===== config.mk =====
export PLATFORM = sky130hd
export DESIGN_NAME = alu_flat
export DESIGN_NICKNAME = d
export VERILOG_FILES = /design/src/rtl/alu_if.sv /design/src/rtl/alu.sv /design/src/flat_wrapper.sv
export SDC_FILE = /design/constraint.sdc
export NUM_CORES = 1
export LEC_CHECK = 0
export BUFFER_PORTS_ARGS = -buffer_cell sky130_fd_sc_hd__buf_2
export CORE_UTILIZATION = 53
export CTS_CLUSTER_SIZE = 14
export DETAILED_ROUTE_END_ITERATION = 6
export GPL_TIMING_DRIVEN = 0
export PLACE_DENSITY = 0.82
export REMOVE_ABC_BUFFERS = 1
export SLEW_MARGIN = 30
export SYNTH_ARGS = -nofsm -noshare
export SYNTH_HDL_FRONTEND = slang
export SYNTH_SLANG_ARGS = --single-unit

===== constraint.sdc =====
create_clock -name clk -period 1.3 [get_ports clk]
set_clock_uncertainty 0.15 [all_clocks]
set_input_delay 0.195 -clock clk [delete_from_list [all_inputs] [get_ports clk]]
set_output_delay 0.195 -clock clk [all_outputs]
set_load 0.01 [all_outputs]

===== src/rtl/alu_if.sv =====
// rtl/alu_if.sv - operand/opcode/result bundle between decode logic and the alu
//
// Signals:
//   A, B     [3:0]  unsigned operands, driven by master
//   ctrl     [2:0]  opcode select, driven by master
//   enable          capture enable, driven by master
//   result   [3:0]  registered result, driven by slave (alu)
//   zero            registered result-is-zero flag, driven by slave
//   overflow        registered carry/borrow flag, driven by slave
// Modports: master (decode side), slave (alu side).

interface alu_if;
    logic [3:0] A;
    logic [3:0] B;
    logic [2:0] ctrl;
    logic       enable;
    logic [3:0] result;
    logic       zero;
    logic       overflow;

    modport master (
        output A, B, ctrl, enable,
        input  result, zero, overflow
    );

    modport slave (
        input  A, B, ctrl, enable,
        output result, zero, overflow
    );
endinterface


===== src/rtl/alu.sv =====
// rtl/alu.sv - 4-bit registered ALU with zero and carry/borrow flags
//
// Ports:
//   clk   input   rising-edge clock
//   rst   input   asynchronous active-high reset
//   bus   alu_if.slave
//         A/B/ctrl/enable in; result/zero/overflow out, all registered
// Opcodes: 000 ADD, 001 SUB, 010 AND, 011 OR, 100 XOR, 101 NOT A,
//          110 LT (unsigned), 111 GT (unsigned).

module alu (
    input  logic        clk,
    input  logic        rst,
    alu_if.slave        bus
);

    typedef enum logic [2:0] {
        OP_ADD = 3'b000,
        OP_SUB = 3'b001,
        OP_AND = 3'b010,
        OP_OR  = 3'b011,
        OP_XOR = 3'b100,
        OP_NOT = 3'b101,
        OP_LT  = 3'b110,
        OP_GT  = 3'b111
    } op_t;

    logic [4:0] w_sum;
    logic [4:0] w_diff;
    logic [3:0] w_result;
    logic       w_overflow;

    logic [3:0] r_result;
    logic       r_zero;
    logic       r_overflow;

    // 5-bit extended arithmetic: bit 4 of the sum is the carry-out, bit 4 of
    // the difference is set exactly when A < B (borrow).
    assign w_sum  = {1'b0, bus.A} + {1'b0, bus.B};
    assign w_diff = {1'b0, bus.A} - {1'b0, bus.B};

    always_comb begin
        w_result   = 4'b0000;
        w_overflow = 1'b0;
        case (op_t'(bus.ctrl))
            OP_ADD: begin
                w_result   = w_sum[3:0];
                w_overflow = w_sum[4];
            end
            OP_SUB: begin
                w_result   = w_diff[3:0];
                w_overflow = w_diff[4];
            end
            OP_AND: w_result = bus.A & bus.B;
            OP_OR:  w_result = bus.A | bus.B;
            OP_XOR: w_result = bus.A ^ bus.B;
            OP_NOT: w_result = ~bus.A;
            OP_LT:  w_result = {3'b000, (bus.A < bus.B)};
            OP_GT:  w_result = {3'b000, (bus.A > bus.B)};
            default: begin
                w_result   = 4'b0000;
                w_overflow = 1'b0;
            end
        endcase
    end

    // zero is derived from the value being registered so it can never lag
    // the result by a cycle.
    always_ff @(posedge clk or posedge rst) begin
        if (rst) begin
            r_result   <= 4'b0000;
            r_zero     <= 1'b1;
            r_overflow <= 1'b0;
        end else if (bus.enable) begin
            r_result   <= w_result;
            r_zero     <= (w_result == 4'b0000);
            r_overflow <= w_overflow;
        end
    end

    assign bus.result   = r_result;
    assign bus.zero     = r_zero;
    assign bus.overflow = r_overflow;

endmodule


===== src/flat_wrapper.sv =====
// flat-port wrapper written by rule: the top's interface ports become plain ports
module alu_flat 
  (clk, rst, bus_A, bus_B, bus_ctrl, bus_enable, bus_result, bus_zero, bus_overflow);
  alu_if bus_i ();
  input  logic clk;
  input  logic rst;
  input wire logic [$bits(bus_i.A)-1:0] bus_A;
  input wire logic [$bits(bus_i.B)-1:0] bus_B;
  input wire logic [$bits(bus_i.ctrl)-1:0] bus_ctrl;
  input wire logic [$bits(bus_i.enable)-1:0] bus_enable;
  output wire logic [$bits(bus_i.result)-1:0] bus_result;
  output wire logic [$bits(bus_i.zero)-1:0] bus_zero;
  output wire logic [$bits(bus_i.overflow)-1:0] bus_overflow;
  assign bus_i.A = bus_A;
  assign bus_i.B = bus_B;
  assign bus_i.ctrl = bus_ctrl;
  assign bus_i.enable = bus_enable;
  assign bus_result = bus_i.result;
  assign bus_zero = bus_i.zero;
  assign bus_overflow = bus_i.overflow;
  alu u_core (.clk(clk), .rst(rst), .bus(bus_i));
endmodule

# == Word-level counts from Yosys, hierarchy flattened ==
# Index checks and enable logic that the tools add are counted.
# classes
eq_ne,7
add_sub_neg,2
bitwise_logic,4
n_reduce_logical,2
mux,2
n_lt_le_gt_ge,2
# ops
op,count
4-bit one-hot mux with 8 select lines,1
3-bit == test (second input constant),4
3-bit by 2-bit == test with 1-bit output (second input constant),2
4-bit by 4-bit adder with 5-bit output,1
4-bit by 4-bit subtractor with 5-bit output,1
4-bit AND,1
4-bit greater-than comparator,1
4-bit zero test,1
4-bit < comparator,1
4-bit NOT,1
4-bit OR,1
4-bit bitwise XOR,1
3-bit by 1-bit == test with 1-bit output (second input constant),1
3-bit zero test,1
1-bit one-hot mux with 2 select lines,1
# totals
word_cells,22
ff_bits,6

# == Logic depth before layout (Yosys ltp) ==
# depth
depth_word,3
ltp_mapped,9

# == Least setup slack after synthesis ==
# Ideal clock, no wire load.
# synth_timing
path_kind,input -> register
start,in bus_B[1]
end,"reg u_core.r_zero, in the netlist u_core.bus.zero"
slack_ns,-0.698
arrival_ns,1.751
cell_stages,7
required_ns,1.053
cell_sequence,inv_1 > ha_1 > and3_4 > or4b_4 > o2111ai_2 > o21ai_2 > o41ai_2
# synth_via
elab_chain_len,3
# synth_rtl
item,line_no,source
start: declaration,flat_wrapper.sv:8,input wire logic [$bits(bus_i.B)-1:0] bus_B;
4-bit by 4-bit subtractor with 5-bit output (tied with other cells),alu.sv:40,"assign w_diff = {1'b0, bus.A} - {1'b0, bus.B};"
4-bit one-hot mux with 8 select lines (*),alu.sv:45,case (op_t'(bus.ctrl))
4-bit zero test (*),alu.sv:76,r_zero <= (w_result == 4'b0000);
end signal: assignment,alu.sv:76,
end: declaration,alu.sv:34,logic r_zero;
# Every way passes the cells marked *; elsewhere a longest branch is shown, timed or not.
# A chain may end at the register's enable or synchronous reset.

# == Worst setup path in the final report ==
# layout_timing
start,in bus_A[1]
end,"reg u_core.r_zero, in the netlist u_core.bus.zero"
# layout_via
elab_chain_len,3
# layout_rtl
item,line_no,source
start: declaration,flat_wrapper.sv:7,input wire logic [$bits(bus_i.A)-1:0] bus_A;
4-bit by 4-bit subtractor with 5-bit output (tied with other cells),alu.sv:40,
4-bit one-hot mux with 8 select lines (*),alu.sv:45,
4-bit zero test (*),alu.sv:76,
# Marked as above.

==> impl_metrics.yaml <==
yosys:
  synth_xor_area_share_pct: 1.00
  synth.area.mux_share_pct: 10.7
  yosysUniqueCellTypes: 41
  syn_area_per_cell_sq_um: 8.48
  ys_seq_elements: 6
  synth_top_family_by_area: "compound AO/OA/AOI/OAI gates"
  synth-simple-area-share_pct: 13.5
  yosysWarningCount: 0
  netlist_instances: 103
  synth-adder-area-share_pct: 21.8
  syn_area_sq_um: 873
  yosysSeqAreaShare_pct: 17.3
  synth_compound_area_share_pct: 25.8
setup_path:
  path_delay_family: "simple AND/OR/NAND/NOR gates"
  slowest_stage: "or4b_4"
  arrival_ns: 1.77
  cp_slowest_stage_delay_ns: 0.48
  timing.rr.start: "u_core.bus.overflow"
  ff2ff_setup_slack_ns: 0.33
  cp.buffers_inverters: 2
  crit_fanout: 4
  reg2reg_depth: 2
  r2r-end: "u_core.bus.overflow"
  start_kind: "primary input"
  crit_required_ns: 1.30
  critPathLaunch: "bus_A[1]"
  end_kind: "flop"
  crit_chain: "buf_8 -> inv_4 -> ha_4 -> and3_4 -> or4b_4 -> o2111ai_2 -> o21ai_2 -> o41ai_2"
  cp.depth: 8
  critPathKind: "primary input to flop"
  crit_end: "u_core.bus.zero"
cts:
  cts.sinks: 6
  numCtsBuffers: 3
  cts.clk_slew.worst_paths_ns: 0.05
  ctsLongestPathBuffers: 2
  htree_levels: 1
  cts_root_buffer: "clkbuf_4"
  clock_latency_ns: 0.24
  cts_tree: "yes"
drt:
  drt_iter0_drc: 38
  routed_wl_mm: 2.74
  drtAntennaViolNets: 0
  wl_per_cell_um: 18.6
  vias_per_cell: 6.28
  vias: 923
  firstDrtPassIters: 4
  route.detailed.drc: 0
run:
  max_cap_violations: 0
global_routing:
  grt_pass1_wl_mm: 3.94
  grt_usage_pct: 29.2
  grt_overflow: 0
  grt_pass1_vias: 881
  antenna_found_initial: 0
  grt_max_degree: 24
sta:
  grt_setup_unrepaired: "yes"
  slew_headroom_pct: 71.2
  fin_ws_ns: -0.473
  period_needed_ns: 1.77
  drv_slew: 0
  hold_viol: 0
  setup_violations: 6
  worst_pin_slew_ns: 0.432
  fin_crit_sh_pct: 136
  max_freq_mhz: 564
placement:
  io_buffers: 19
  gp_congestion: 0.882
  dp.cells: 132
  placed_area_sq_um: 962
  hpwl_mm: 1.57
cells_and_area:
  area_growth_pct: 46.4
  diodes: 0
  fillers: 85
  fin_area_sq_um: 1280
  layout.nets: 160
  seqCellArea_sq_um: 151
  multi_input_comb_area_sq_um: 772
  final_cell_mix: "buf_2 (13), buf_4 (9), inv_1 (8)"
  fin_cells: 147
  drive_above_1_share_pct: 50.4
  layout_commonest_cell: "buf_2"
power_and_ir_drop:
  p_sw_share_pct: 37.2
  peakVddDrop_uv: 910
  powerDensity_nw_per_um2: 701
  p_int_uw: 563
  power.share.sequential_pct: 25.8
  p_total_uw: 897
  p_comb_share_pct: 52.9
  p_switching_uw: 333
  clkPwrFrac_pct: 21.3
  leakagePower_uw: 0.000595
die:
  core_sq_um: 1520
  die_x_um: 42.6
  die_area_sq_um: 1810
  die_h_um: 42.6
  start_util_pct: 57.3
  num_io_pins: 20
  floorplan.rows: 14
run_status:
  status: "finished, violations left"
  violations: "setup timing"
min_path:
  hp-class: "primary input to flop"
-- logic make-up after synthesis --
family	count (synthesis)
flops	6
fa+ha+maj	14
xor+xnor	1
buf+inv	22
simple gates	21
mux	9
compound gates	30
-- cell usage after synthesis --
cell | instances | area share (%)
clkbuf_1 | 2 | 0.86
a211oi_1 | 2 | 1.7
o21ai_2 | 1 | 1.0
nand2_1 | 3 | 1.3
mux2_2 | 3 | 3.9
a41o_1 | 1 | 1.1
nand2b_1 | 1 | 0.72
a21o_1 | 2 | 1.7
nor2b_1 | 2 | 1.4
ha_1 | 12 | 17
o2111ai_2 | 1 | 1.7
o211ai_1 | 2 | 1.7
a31o_2 | 1 | 1.0
nand3_1 | 3 | 1.7
o21bai_1 | 2 | 1.7
o41ai_2 | 1 | 1.9
nor2_1 | 6 | 2.6
o22ai_1 | 2 | 1.4
dfstp_2 | 1 | 3.0
inv_2 | 1 | 0.43
o21a_1 | 1 | 0.86
nor3_1 | 1 | 0.57
xor2_1 | 1 | 1.0
or3_1 | 1 | 0.72
and3_4 | 1 | 1.3
a211o_1 | 1 | 1.0
inv_1 | 15 | 6.4
mux2i_1 | 6 | 6.9
fa_1 | 2 | 4.6
buf_2 | 3 | 1.7
o2111ai_1 | 1 | 1.0
a21oi_2 | 1 | 1.0
a2bb2oi_1 | 1 | 1.0
nor4_1 | 1 | 0.72
a21oi_1 | 5 | 2.9
nand3b_1 | 1 | 0.86
buf_1 | 1 | 0.43
or4b_4 | 1 | 1.6
a31oi_1 | 1 | 0.72
dfrtp_1 | 5 | 14
o21ai_0 | 4 | 2.3
-- per-stage QoR --
step | hold slack [ns] | worst slack, ns | setup TNS [ns] | utilization (%)
floorplan | -0.165 | -0.698 | -3.08 | -
CTS | 0.146 | -0.431 | -1.78 | 79.6
global placement | -0.0448 | -0.903 | -4.55 | 63.1
detailed placement | -0.0273 | -0.932 | -4.76 | 63.1
global route | 0.177 | -0.494 | -2.24 | 83.9
finish | 0.165 | -0.473 | -2.11 | 83.9
-- worst reg2reg max path, stage by stage, from the launching register on --
cell     delay [ns]
dfrtp_1        0.37
nor2b_1        0.13
a31o_2         0.21
-- registers in the layout, summed over array words and instances (netlist names) --
signal / flops
u_core.bus.result: 4
u_core.bus.overflow: 1
u_core.bus.zero: 1
-- power by group through the flow --
stage	Sequential [uW]	Combinational, uW	Clock (uW)
3_3_place_gp	229	308	0
3_5_place_dp	232	323	0
2_1_floorplan	245	192	0
6_report	231	474	191
4_1_cts	230	413	203
5_1_grt	232	500	210
-- worst min path at each step --
stage               start                    to  slack (ns)  depth (start not counted)
2_1_floorplan         rst   u_core.bus.overflow       -0.16                          1
3_3_place_gp          rst  u_core.bus.result[3]       -0.04                          2
3_5_place_dp          rst  u_core.bus.result[1]       -0.03                          2
4_1_cts        bus_enable  u_core.bus.result[0]        0.15                          2
5_1_grt        bus_enable  u_core.bus.result[0]        0.18                          2
6_report       bus_enable  u_core.bus.result[0]        0.16                          2
-- timing repair --
item	4_1_cts	5_1_grt
setup endpoints to repair	6	6
hold buffers	1	0
endpoints found under the hold margin	6	0
buffers inserted	7	3
pin swaps	19	3
gates resized for setup	45	10
gates cloned	0	0
-- per-layer routing --
metal / track usage [%] / wire (um) / vias up
met5: 0 / 0 / -
met4: 11.3 / 99 / 0
met3: 6.03 / 194 / 14
met2: 52.0 / 1450 / 54
met1: 33.8 / 994 / 431
li1: - / - / 424
-- final cells by class --
type | instances | area share [%]
Inverter | 16 | 5.68
Sequential cell | 6 | 11.8
Timing Repair Buffer | 30 | 18.5
Tap cell | 16 | 1.57
Multi-Input combinational cell | 75 | 60.4
Clock buffer | 4 | 2.05
Power figures use the tool's default switching activity.
